===== src/rtl/dpram_rr_arbiter.sv =====
// Two-requester single-port storage with round-robin arbitration.
// After reset the array is cleared one entry per cycle (INIT), then
// grants are issued combinationally and the access happens on the
// same rising edge (RUN). Reads return data one cycle after the grant.
module dpram_rr_arbiter #(
  parameter int DW = 8,
  parameter int AW = 2
) (
  input  logic          clk,
  input  logic          rst,
  input  logic          req0,
  input  logic          req1,
  input  logic          we0,
  input  logic          we1,
  input  logic [AW-1:0] addr0,
  input  logic [AW-1:0] addr1,
  input  logic [DW-1:0] wdata0,
  input  logic [DW-1:0] wdata1,
  output logic          gnt0,
  output logic          gnt1,
  output logic [DW-1:0] rdata0,
  output logic [DW-1:0] rdata1,
  output logic          rvalid0,
  output logic          rvalid1,
  output logic          ready
);

  localparam int DEPTH = 1 << AW;

  typedef enum logic {
    INIT,
    RUN
  } state_t;

  state_t        state;
  state_t        state_next;
  logic [AW-1:0] clr_cnt;
  logic          last_gnt;
  logic          run_ok;
  logic [DW-1:0] mem [DEPTH];

  // Grants are suppressed while reset is being sampled so no access
  // can slip through on the reset edge.
  assign run_ok = (state == RUN) && rst;
  assign ready  = (state == RUN);

  // Leave INIT once the clear counter has written the last entry.
  always_comb begin
    state_next = state;
    if (state == INIT && clr_cnt == AW'(DEPTH - 1)) begin
      state_next = RUN;
    end
  end

  // State register with synchronous active-low reset.
  always_ff @(posedge clk) begin
    if (!rst) begin
      state <= INIT;
    end else begin
      state <= state_next;
    end
  end

  // Clear counter walks every address once during INIT.
  always_ff @(posedge clk) begin
    if (!rst) begin
      clr_cnt <= '0;
    end else if (state == INIT) begin
      clr_cnt <= clr_cnt + AW'(1);
    end
  end

  // Round-robin grant: on a tie the requester not granted last wins.
  always_comb begin
    gnt0 = 1'b0;
    gnt1 = 1'b0;
    if (run_ok) begin
      if (req0 && req1) begin
        if (last_gnt) begin
          gnt0 = 1'b1;
        end else begin
          gnt1 = 1'b1;
        end
      end else begin
        gnt0 = req0;
        gnt1 = req1;
      end
    end
  end

  // Remember who was granted; starts at 1 so requester 0 wins first tie.
  always_ff @(posedge clk) begin
    if (!rst) begin
      last_gnt <= 1'b1;
    end else if (gnt0) begin
      last_gnt <= 1'b0;
    end else if (gnt1) begin
      last_gnt <= 1'b1;
    end
  end

  // Storage write port: clearing during INIT, granted writes during RUN.
  always_ff @(posedge clk) begin
    if (rst) begin
      if (state == INIT) begin
        mem[clr_cnt] <= '0;
      end else if (gnt0 && we0) begin
        mem[addr0] <= wdata0;
      end else if (gnt1 && we1) begin
        mem[addr1] <= wdata1;
      end
    end
  end

  // Registered read data and one-cycle valid pulse per requester.
  always_ff @(posedge clk) begin
    if (!rst) begin
      rdata0  <= '0;
      rdata1  <= '0;
      rvalid0 <= 1'b0;
      rvalid1 <= 1'b0;
    end else begin
      rvalid0 <= gnt0 && !we0;
      rvalid1 <= gnt1 && !we1;
      if (gnt0 && !we0) begin
        rdata0 <= mem[addr0];
      end
      if (gnt1 && !we1) begin
        rdata1 <= mem[addr1];
      end
    end
  end

endmodule


===== config.mk =====
export PLATFORM = sky130hd
export DESIGN_NAME = dpram_rr_arbiter
export DESIGN_NICKNAME = d
export VERILOG_FILES = /design/src/rtl/dpram_rr_arbiter.sv
export SDC_FILE = /design/constraint.sdc
export NUM_CORES = 1
export LEC_CHECK = 0
export CAP_MARGIN = 5
export CORE_ASPECT_RATIO = 0.75
export CORE_UTILIZATION = 50
export DETAILED_ROUTE_END_ITERATION = 16
export GPL_ROUTABILITY_DRIVEN = 0
export PLACE_DENSITY = 0.78
export SLEW_MARGIN = 30
export SYNTH_ARGS = -nofsm -noshare
export SYNTH_HDL_FRONTEND = slang
export SYNTH_SLANG_ARGS = --single-unit

===== constraint.sdc =====
create_clock -name clk -period 4.2 [get_ports clk]
set_input_delay 1.26 -clock clk [delete_from_list [all_inputs] [get_ports clk]]
set_output_delay 1.26 -clock clk [all_outputs]
set_load 0.05 [all_outputs]

* Word-level counts from Yosys, hierarchy flattened
Memories as Yosys holds them, arrays and structs flattened. A register that Yosys moved wholly into a read port is not among the register bits. Index checks and enable logic that the tools add are counted.
Word-level totals: logic and storage cells 49, memories kept 1, bits of input ports 26, register bits after elaboration 6, bits in writable memories 32, output and inout port bits 21
Memory list:
- mem | words 4, bits a word 8, rd ports 2, clocked after memory_dff 2, write ports 1, RTL line 40 | logic [DW-1:0] mem [DEPTH];
Cells by class: $add $sub $neg 1, equal/unequal tests 1, reductions and logical operators 14, mux-type cells 26, bitwise gates (word level) 1
Operators by type and width (number):
- 2-to-1 mux 1 bit | 22
- 2-to-1 mux 8 bit | 2
- OR reduction 8 bit | 2
- logical AND 1 bit | 7
- zero test 1 bit | 4
- 2-to-1 mux 2 bit | 2
- adder 2 x 1 -> 2 bit (second input constant) | 1
- == test 2 bit (second input constant) | 1
- nonzero test 2 bit | 1
- NOT 1 bit | 1

* Longest topological paths before layout
Gate-level depths: netlist (run 1).
depth after elaboration 11, mapped depth 6, mapped depth without buffers 4

* Least setup slack after synthesis (run 1)
Ideal clock, no wire load.
path type input port to output port, from input port req1, to output port gnt0, stages on the path 3, buffers on the path 0, data required time 2.940 ns, path slack 0.858 ns, arrival 2.082 ns, cell sequence nand2b_1 > nand2_1 > nor2_1
Between the ends: longest elaborated chain between the ends 3
Ends and longest elaborated chain:
- start: declaration | RTL line 12 | input logic req1,
- logical AND 1 bit | RTL line 78 | if (req0 && req1) begin
- 2-to-1 mux 1 bit | RTL line 78
- 2-to-1 mux 1 bit | RTL line 77 | if (run_ok) begin
- end: declaration | RTL line 19 | output logic gnt0,
Every way passes these cells.

* Worst setup path in the final report (run 1)
from input port req0, to output port gnt1
Between the ends: longest elaborated chain between the ends 3
Ends and longest elaborated chain:
- start: declaration | RTL line 11 | input logic req0,
- logical AND 1 bit | RTL line 78
- 2-to-1 mux 1 bit | RTL line 78
- 2-to-1 mux 1 bit | RTL line 77
- end: declaration | RTL line 20 | output logic gnt1,
Every way passes these cells.

==> metrics.json, run 1 <==
{
  "maxClockFrequency": {"value": 0.2748, "unit": "GHz"},
  "route.detailed.wl_per_inst": {"value": 18.01, "unit": "µm"},
  "pre_cts_slack": {"value": 0.5750, "unit": "ns"},
  "grt.total_usage": {"value": 0.2193},
  "cts.htree.levels": {"value": 2},
  "grt_overflow": {"value": 0},
  "synthesized_instance_count": {"value": 158},
  "reg2regPathDepth": {"value": 5},
  "count_of_different_cell_masters_after_synthesis": {"value": 31},
  "n_antenna_cell": {"value": 0},
  "synthToLayoutAreaGrowth": {"value": 26.05, "unit": "%"},
  "drt-pass1-iter-count": {"value": 5},
  "via_count_of_the_first_global_routing_pass": {"value": 1548},
  "core.rowCount": {"value": 21},
  "synthesis.area_per_instance": {"value": 15.26, "unit": "µm²"},
  "die_area": {"value": 0.005107, "unit": "mm²"},
  "holdPathStages": {"value": 2},
  "pin_count": {"value": 47},
  "cts_root_buffer": {"value": "sky130_fd_sc_hd__clkbuf_8"},
  "clkSlewWorstSetupHoldPaths": {"value": 0.09, "unit": "ns"},
  "detail_route.drc_violations": {"value": 0},
  "worst_slack_setup_final": {"value": 0.5611, "unit": "ns"},
  "grt_setup_unrepaired": {"value": "no"},
  "power_density": {"value": 365.2, "unit": "mW/mm²"},
  "ys_seq_area_frac": {"value": 0.5812},
  "floorplan.initialDensity": {"value": 0.5304},
  "grt_start_max_net_pins": {"value": 20},
  "antenna_violating_nets_post_route": {"value": 0},
  "core_region_area": {"value": 0.004546, "unit": "mm²"},
  "final_total_negative_setup_slack": {"value": 0, "unit": "ns"},
  "status": {"value": "finished, final reports clean"},
  "maxCapViolations": {"value": 0},
  "cp-end-kind": {"value": "primary output"},
  "initialDrtViolationCount": {"value": 114},
  "crit_arrival": {"value": 2.38, "unit": "ns"},
  "numPortBuffers": {"value": 46},
  "cts_sinks": {"value": 54},
  "final_min_period_over_clock_period": {"value": 0.8664},
  "cts_inserted_buffers": {"value": 5},
  "timing.critical_path.from_type": {"value": "primary input"},
  "required": {"value": 2.94, "unit": "ns"},
  "overall_power_after_layout": {"value": 1.110, "unit": "mW"},
  "hold_class": {"value": "reg -> reg"},
  "layout-drive-gt1-share": {"value": 0.1553},
  "finalHoldViolations": {"value": 0},
  "finClkSkew": {"value": 0.005472, "unit": "ns"},
  "min_period": {"value": 3.639, "unit": "ns"},
  "floorplan.die.width": {"value": 82.19, "unit": "µm"},
  "die_h": {"value": 62.14, "unit": "µm"},
  "synth_area": {"value": 0.002411, "unit": "mm²"},
  "critical_setup_path_kind": {"value": "in -> out"},
  "slew_violations": {"value": 0},
  "vdd.ir_drop.worst": {"value": 0.0002145, "unit": "V"},
  "number_of_hold_buffers_added_after_cts": {"value": 0},
  "power_leakage": {"value": 1.086, "unit": "nW"},
  "multi_input_comb_area": {"value": 934.6, "unit": "µm²"},
  "finalCoreUtilization": {"value": 0.6686},
  "grt_antenna_before_repair": {"value": 0},
  "ff_latch_area": {"value": 0.001401, "unit": "mm²"},
  "wl": {"value": 4737, "unit": "µm"},
  "cts_buffer_depth": {"value": 2},
  "post_cts_resized": {"value": 0},
  "relSlewSlack": {"value": 0.5802},
  "cts_setup_buffers": {"value": 0},
  "fillCellCount": {"value": 331},
  "cp_max_fo": {"value": 5},
  "final_setup_violation_count": {"value": 0},
  "synthesis.yosys.warnings": {"value": 0},
  "detailroute.via_count": {"value": 1472},
  "clock_tree_from_tritoncts": {"value": "done"},
  "syn-num-nets": {"value": 185},
  "wire_length_of_the_first_global_routing_pass": {"value": 7921, "unit": "µm"},
  "via_to_cell_ratio": {"value": 5.597},
  "final_net_count": {"value": 232},
  "clkLatencyLatePin": {"value": 0.31, "unit": "ns"},
  "actual_slew_at_the_worst_max_slew_pin": {"value": 0.6261, "unit": "ns"},
  "synth-seq-cells": {"value": 54}
}
[critical path, stage by stage]
cell	delay, ns
sky130_fd_sc_hd__clkdlybuf4s50_1	0.54
sky130_fd_sc_hd__nand2_1	0.15
sky130_fd_sc_hd__and4_1	0.27
sky130_fd_sc_hd__buf_12	0.15
[worst paths after layout]
| kind | start | endpoint | slack (ns) |
|---|---|---|---|
| hold reg to reg | rdata0[0]$_SDFFE_PN0P_ | rdata0[0]$_SDFFE_PN0P_ | 0.53 |
| hold / removal | rdata0[0]$_SDFFE_PN0P_ | rdata0[0]$_SDFFE_PN0P_ | 0.53 |
| setup reg to reg | ready$_SDFFE_PN0P_ | mem[2][6]$_DFFE_PP_ | 2.33 |
| setup / recovery | req0 | gnt1 | 0.56 |
[layout by cell type, fill, tap and decap left out, drive strengths merged, types with 3 or more instances in the layout]
cell type	count
mux4	16
and2	3
clkdlybuf4s50	44
mux2i	17
and4	3
clkbuf	7
a22o	8
buf	7
nand2	3
dfxtp	22
edfxtp	32
nand3	4
nor2	5
nor2b	19
[synth_stat cells]
| cell | count | share of area |
|---|---|---|
| sky130_fd_sc_hd__a22o_1 | 8 | 0.029 |
| sky130_fd_sc_hd__a21oi_1 | 1 | 0.0021 |
| sky130_fd_sc_hd__o311ai_1 | 2 | 0.0073 |
| sky130_fd_sc_hd__clkbuf_1 | 2 | 0.0031 |
| sky130_fd_sc_hd__edfxtp_1 | 32 | 0.40 |
| sky130_fd_sc_hd__mux4_2 | 16 | 0.15 |
| sky130_fd_sc_hd__nand2b_1 | 1 | 0.0026 |
| sky130_fd_sc_hd__xnor2_1 | 1 | 0.0036 |
| sky130_fd_sc_hd__nor2_1 | 5 | 0.0078 |
| sky130_fd_sc_hd__a222oi_1 | 1 | 0.0042 |
| sky130_fd_sc_hd__nand2_1 | 3 | 0.0047 |
| sky130_fd_sc_hd__nand4bb_1 | 1 | 0.0047 |
| sky130_fd_sc_hd__and2_1 | 1 | 0.0026 |
| sky130_fd_sc_hd__nand3_1 | 4 | 0.0083 |
| sky130_fd_sc_hd__and3_1 | 1 | 0.0026 |
| sky130_fd_sc_hd__ha_1 | 1 | 0.0052 |
| sky130_fd_sc_hd__o311a_1 | 1 | 0.0042 |
| sky130_fd_sc_hd__buf_4 | 2 | 0.0062 |
| sky130_fd_sc_hd__o21ai_0 | 1 | 0.0021 |
| sky130_fd_sc_hd__and4_4 | 1 | 0.0047 |
| sky130_fd_sc_hd__dfxtp_1 | 22 | 0.18 |
| sky130_fd_sc_hd__inv_1 | 2 | 0.0031 |
| sky130_fd_sc_hd__and4bb_1 | 1 | 0.0052 |
| sky130_fd_sc_hd__nor2b_1 | 19 | 0.049 |
| sky130_fd_sc_hd__buf_2 | 3 | 0.0062 |
| sky130_fd_sc_hd__buf_6 | 2 | 0.0093 |
| sky130_fd_sc_hd__and2_4 | 2 | 0.0073 |
| sky130_fd_sc_hd__and4_1 | 2 | 0.0073 |
| sky130_fd_sc_hd__o21a_1 | 1 | 0.0031 |
| sky130_fd_sc_hd__mux2i_1 | 17 | 0.071 |
| sky130_fd_sc_hd__buf_1 | 2 | 0.0031 |
[cell type report]
cell class,instances,area share
Sequential cell,54,0.4611
Multi-Input combinational cell,91,0.3075
Timing Repair Buffer,51,0.1704
Clock buffer,7,0.02511
Tap cell,57,0.02347
Clock inverter,1,0.009881
Inverter,2,0.002470
[cell families after synthesis]
logic type	synth area share
simple gates	0.1069
buf+inv	0.03114
mux	0.2200
flops	0.5812
xor+xnor	0.003633
fa+ha+maj	0.005189
compound gates	0.05189
[metrics by stage]
step | std cells | hold slack [ns] | area [µm²]
final | 263 | 0.5303 | 3039
after global routing | 263 | 0.5626 | 3039
after global placement | 255 | 0.4942 | 2933
after detailed placement | 255 | 0.5114 | 2933
after CTS | 263 | 0.5402 | 3039
after floorplan | 158 | 0.5066 | 2411
[state kept, by name, indices dropped and copies added (netlist names)]
| name | cells |
|---|---|
| rvalid0 | 1 |
| rdata1 | 8 |
| ready | 1 |
| rdata0 | 8 |
| clr_cnt | 2 |
| mem | 32 |
| rvalid1 | 1 |
| last_gnt | 1 |
[layer usage]
| layer | wire length [µm] | share of wire | vias to the layer above | global-route usage |
|---|---|---|---|---|
| met5 | 0 | 0 | - | 0 |
| met4 | 78 | 0.016 | 0 | 0.09211 |
| met3 | 401 | 0.085 | 9 | 0.08235 |
| met2 | 2148 | 0.45 | 61 | 0.3140 |
| met1 | 2109 | 0.45 | 697 | 0.2984 |
| li1 | - | - | 705 | - |
[power breakdown]
group	internal, mW	switching (mW)
sequential	0.596	0.0182
combinational	0.0844	0.0732
clock	0.178	0.160
total	0.859	0.251
No activity file was read; power rests on OpenSTA's default activity.
==> inputs of run 2 (changes only) <==
- CORE_UTILIZATION: 50 -> 25
- PLACE_DENSITY: 0.78 -> default
==> metrics.json, run 2 (synthesis results as in run 1) <==
{
  "layout_common_cells": {"value": "sky130_fd_sc_hd__clkdlybuf4s50_1, sky130_fd_sc_hd__edfxtp_1, sky130_fd_sc_hd__dfxtp_1", "change": "unchanged"},
  "timing.critical_path.slowest_stage_cell": {"value": "sky130_fd_sc_hd__clkdlybuf4s50_1", "change": "unchanged"},
  "wire_length_of_the_first_global_routing_pass": {"value": 8100, "unit": "µm", "change": "was 7921 µm"},
  "crit_arrival": {"value": 2.37, "unit": "ns", "change": "was 2.38 ns"},
  "drt-pass1-iter-count": {"value": 4, "change": "was 5"},
  "power_leakage": {"value": 1.116, "unit": "nW", "change": "was 1.086 nW"},
  "final_common_cell": {"value": "sky130_fd_sc_hd__clkdlybuf4s50_1", "change": "unchanged"},
  "grt_start_max_net_pins": {"value": 18, "change": "was 20"},
  "path_cells": {"value": "clkdlybuf4s50_1 > nand2_1 > and4_1 > buf_12", "change": "unchanged"},
  "cp-end-kind": {"value": "primary output", "change": "unchanged"},
  "cts_root_buffer": {"value": "sky130_fd_sc_hd__clkbuf_16", "change": "was sky130_fd_sc_hd__clkbuf_8"},
  "grt_setup_unrepaired": {"value": "no", "change": "unchanged"},
  "final_setup_violation_count": {"value": 0, "change": "unchanged"},
  "pin_count": {"value": 47, "change": "unchanged"},
  "switchingPower": {"value": 0.2748, "unit": "mW", "change": "was 0.2514 mW"},
  "hold_class": {"value": "reg -> reg", "change": "unchanged"},
  "layout-drive-gt1-share": {"value": 0.1731, "change": "was 0.1553"},
  "final_net_count": {"value": 234, "change": "was 232"},
  "cts.htree.levels": {"value": 2, "change": "unchanged"},
  "floorplan.die.width": {"value": 115.4, "unit": "µm", "change": "was 82.19 µm"},
  "detail_route.drc_violations": {"value": 0, "change": "unchanged"},
  "p_int": {"value": 0.9205, "unit": "mW", "change": "was 0.8585 mW"},
  "power_density": {"value": 374.5, "unit": "mW/mm²", "change": "was 365.2 mW/mm²"},
  "slew_violations": {"value": 0, "change": "unchanged"},
  "wl": {"value": 5166, "unit": "µm", "change": "was 4737 µm"},
  "finClkSkew": {"value": 0.004287, "unit": "ns", "change": "was 0.005472 ns"},
  "critical-path-top-delay-family": {"value": "buffers and inverters", "change": "unchanged"},
  "numPortBuffers": {"value": 46, "change": "unchanged"},
  "dp.cells": {"value": 328, "change": "was 255"},
  "antenna_violating_nets_post_route": {"value": 0, "change": "unchanged"},
  "number_of_hold_buffers_added_after_cts": {"value": 0, "change": "unchanged"},
  "vdd.ir_drop.worst": {"value": 0.0001430, "unit": "V", "change": "was 0.0002145 V"},
  "post_cts_resized": {"value": 0, "change": "unchanged"},
  "critical_setup_path_kind": {"value": "in -> out", "change": "unchanged"},
  "cts_setup_buffers": {"value": 0, "change": "unchanged"},
  "top_register": {"value": "mem", "change": "unchanged"},
  "cts_sinks": {"value": 54, "change": "unchanged"},
  "via_count_of_the_first_global_routing_pass": {"value": 1448, "change": "was 1548"},
  "core.rowCount": {"value": 30, "change": "was 21"},
  "actual_slew_at_the_worst_max_slew_pin": {"value": 0.6710, "unit": "ns", "change": "was 0.6261 ns"},
  "die_area": {"value": 0.01005, "unit": "mm²", "change": "was 0.005107 mm²"},
  "cts_inserted_buffers": {"value": 5, "change": "unchanged"},
  "via_to_cell_ratio": {"value": 4.446, "change": "was 5.597"},
  "required": {"value": 2.94, "unit": "ns", "change": "about the same"},
  "detailedPlacementHpwl": {"value": 3700, "unit": "µm"},
  "clkLatencyLatePin": {"value": 0.29, "unit": "ns", "change": "was 0.31 ns"},
  "n_antenna_cell": {"value": 0, "change": "unchanged"},
  "switching_share": {"value": 0.2299, "change": "was 0.2265"},
  "maxCapViolations": {"value": 0, "change": "unchanged"},
  "cts_buffer_depth": {"value": 2, "change": "unchanged"},
  "floorplan.initialDensity": {"value": 0.2622, "change": "was 0.5304"},
  "cp_max_fo": {"value": 5, "change": "unchanged"},
  "number_of_flip_flops_under_the_largest_register_name": {"value": 32, "change": "unchanged"},
  "initialDrtViolationCount": {"value": 79, "change": "was 114"},
  "clockPowerShare": {"value": 0.356, "change": "was 0.305"},
  "finalHoldViolations": {"value": 0, "change": "unchanged"},
  "detailroute.via_count": {"value": 1494, "change": "was 1472"},
  "final_min_period_over_clock_period": {"value": 0.8634, "change": "was 0.8664"},
  "core_region_area": {"value": 0.009196, "unit": "mm²", "change": "was 0.004546 mm²"},
  "final-instance-count-excl-fill": {"value": 336, "change": "was 263"},
  "route.detailed.wl_per_inst": {"value": 15.38, "unit": "µm", "change": "was 18.01 µm"},
  "timing.critical_path.from_type": {"value": "primary input", "change": "unchanged"},
  "grt_antenna_before_repair": {"value": 0, "change": "unchanged"},
  "die_h": {"value": 87.05, "unit": "µm", "change": "was 62.14 µm"},
  "critical-path-max-stage-delay": {"value": 0.53, "unit": "ns", "change": "was 0.54 ns"},
  "final_total_negative_setup_slack": {"value": 0, "unit": "ns", "change": "unchanged"},
  "min_period": {"value": 3.626, "unit": "ns", "change": "was 3.639 ns"},
  "fillCellCount": {"value": 897, "change": "was 331"},
  "pwr-share-comb": {"value": 0.130, "change": "was 0.142"},
  "clkSlewWorstSetupHoldPaths": {"value": 0.07, "unit": "ns", "change": "was 0.09 ns"},
  "relSlewSlack": {"value": 0.5513, "change": "was 0.5802"},
  "cp.buffers_inverters": {"value": 2, "change": "unchanged"},
  "pwr-share-seq": {"value": 0.514, "change": "was 0.553"},
  "grt.total_usage": {"value": 0.1124, "change": "was 0.2193"},
  "status": {"value": "finished, final reports clean", "change": "unchanged"},
  "clock_tree_from_tritoncts": {"value": "done", "change": "unchanged"},
  "registers_with_the_most_flip_flops": {"value": "mem (32), rdata0 (8), rdata1 (8)", "change": "unchanged"},
  "maxClockFrequency": {"value": 0.2758, "unit": "GHz", "change": "was 0.2748 GHz"},
  "synthToLayoutAreaGrowth": {"value": 32.38, "unit": "%", "change": "was 26.05%"},
  "grt_overflow": {"value": 0, "change": "unchanged"}
}
## run 2: cell types whose count changed in the layout (fill, tap and decap cells not counted)
cell,delta
sky130_fd_sc_hd__buf_4,+2
sky130_fd_sc_hd__bufinv_16,-1
sky130_fd_sc_hd__clkbuf_1,-2
sky130_fd_sc_hd__clkbuf_16,+5
sky130_fd_sc_hd__clkbuf_8,-4
sky130_fd_sc_hd__clkinvlp_4,+1
sky130_fd_sc_hd__inv_6,+1
## run 2: layout make-up
cell class	instances	area, µm²	area share
Clock buffer	6	138.9	0.04351
Clock inverter	2	16.27	0.005096
Inverter	2	7.507	0.002352
Multi-Input combinational cell	91	934.6	0.2928
Sequential cell	54	1401	0.4390
Tap cell	128	160.2	0.05018
Timing Repair Buffer	53	533.0	0.1670
## run 2: metal layers
layer	routed length [µm]	global-route usage	vias to the layer above
met3	314	0.02992	8
met5	0	0	-
li1	-	-	710
met2	2363	0.1775	43
met1	2410	0.1461	733
met4	77	0.04723	0
## run 2: worst paths after layout
path / cells past startpoint / slack [ns] / end / from
hold reg to reg: 2 / 0.52 / rdata0[4]$_SDFFE_PN0P_ / rdata0[4]$_SDFFE_PN0P_
hold / removal: 2 / 0.52 / rdata0[4]$_SDFFE_PN0P_ / rdata0[4]$_SDFFE_PN0P_
setup / recovery: 4 / 0.57 / gnt1 / req0
setup reg to reg: 5 / 2.32 / mem[2][7]$_DFFE_PP_ / ready$_SDFFE_PN0P_
## run 2: power by group through the flow
| stage | Clock, mW | Sequential (mW) | Combinational [mW] |
|---|---|---|---|
| 2_1_floorplan | 0 | 0.628 | 0.0920 |
| 3_3_place_gp | 0 | 0.625 | 0.156 |
| 3_5_place_dp | 0 | 0.627 | 0.157 |
| 4_1_cts | 0.434 | 0.615 | 0.158 |
| 5_1_grt | 0.457 | 0.619 | 0.167 |
| 6_report | 0.426 | 0.615 | 0.155 |
## run 2: worst min-delay path, cell delays in order (launching register included)
cell                      delay [ns]
sky130_fd_sc_hd__dfxtp_1        0.33
sky130_fd_sc_hd__mux2i_1        0.06
sky130_fd_sc_hd__nor2b_1        0.09
## run 2: stage by stage
step	total power [mW]	worst slack [ns]	hold WS, ns	area [µm²]	util
2_1_floorplan	0.7195	0.8577	0.5066	2411	-
3_3_place_gp	0.7815	0.6177	0.5009	3037	0.3302
3_5_place_dp	0.7840	0.5705	0.5088	3037	0.3302
4_1_cts	1.206	0.5727	0.5252	3192	0.3471
5_1_grt	1.243	0.5123	0.5408	3192	0.3471
6_report	1.195	0.5739	0.5171	3192	0.3471
==> inputs of run 3 (changes only) <==
- ABC_CLOCK_PERIOD_IN_PS: default -> 4200
==> results of run 3 <==
Final layout, timing and power as in run 2 (identical DEF).
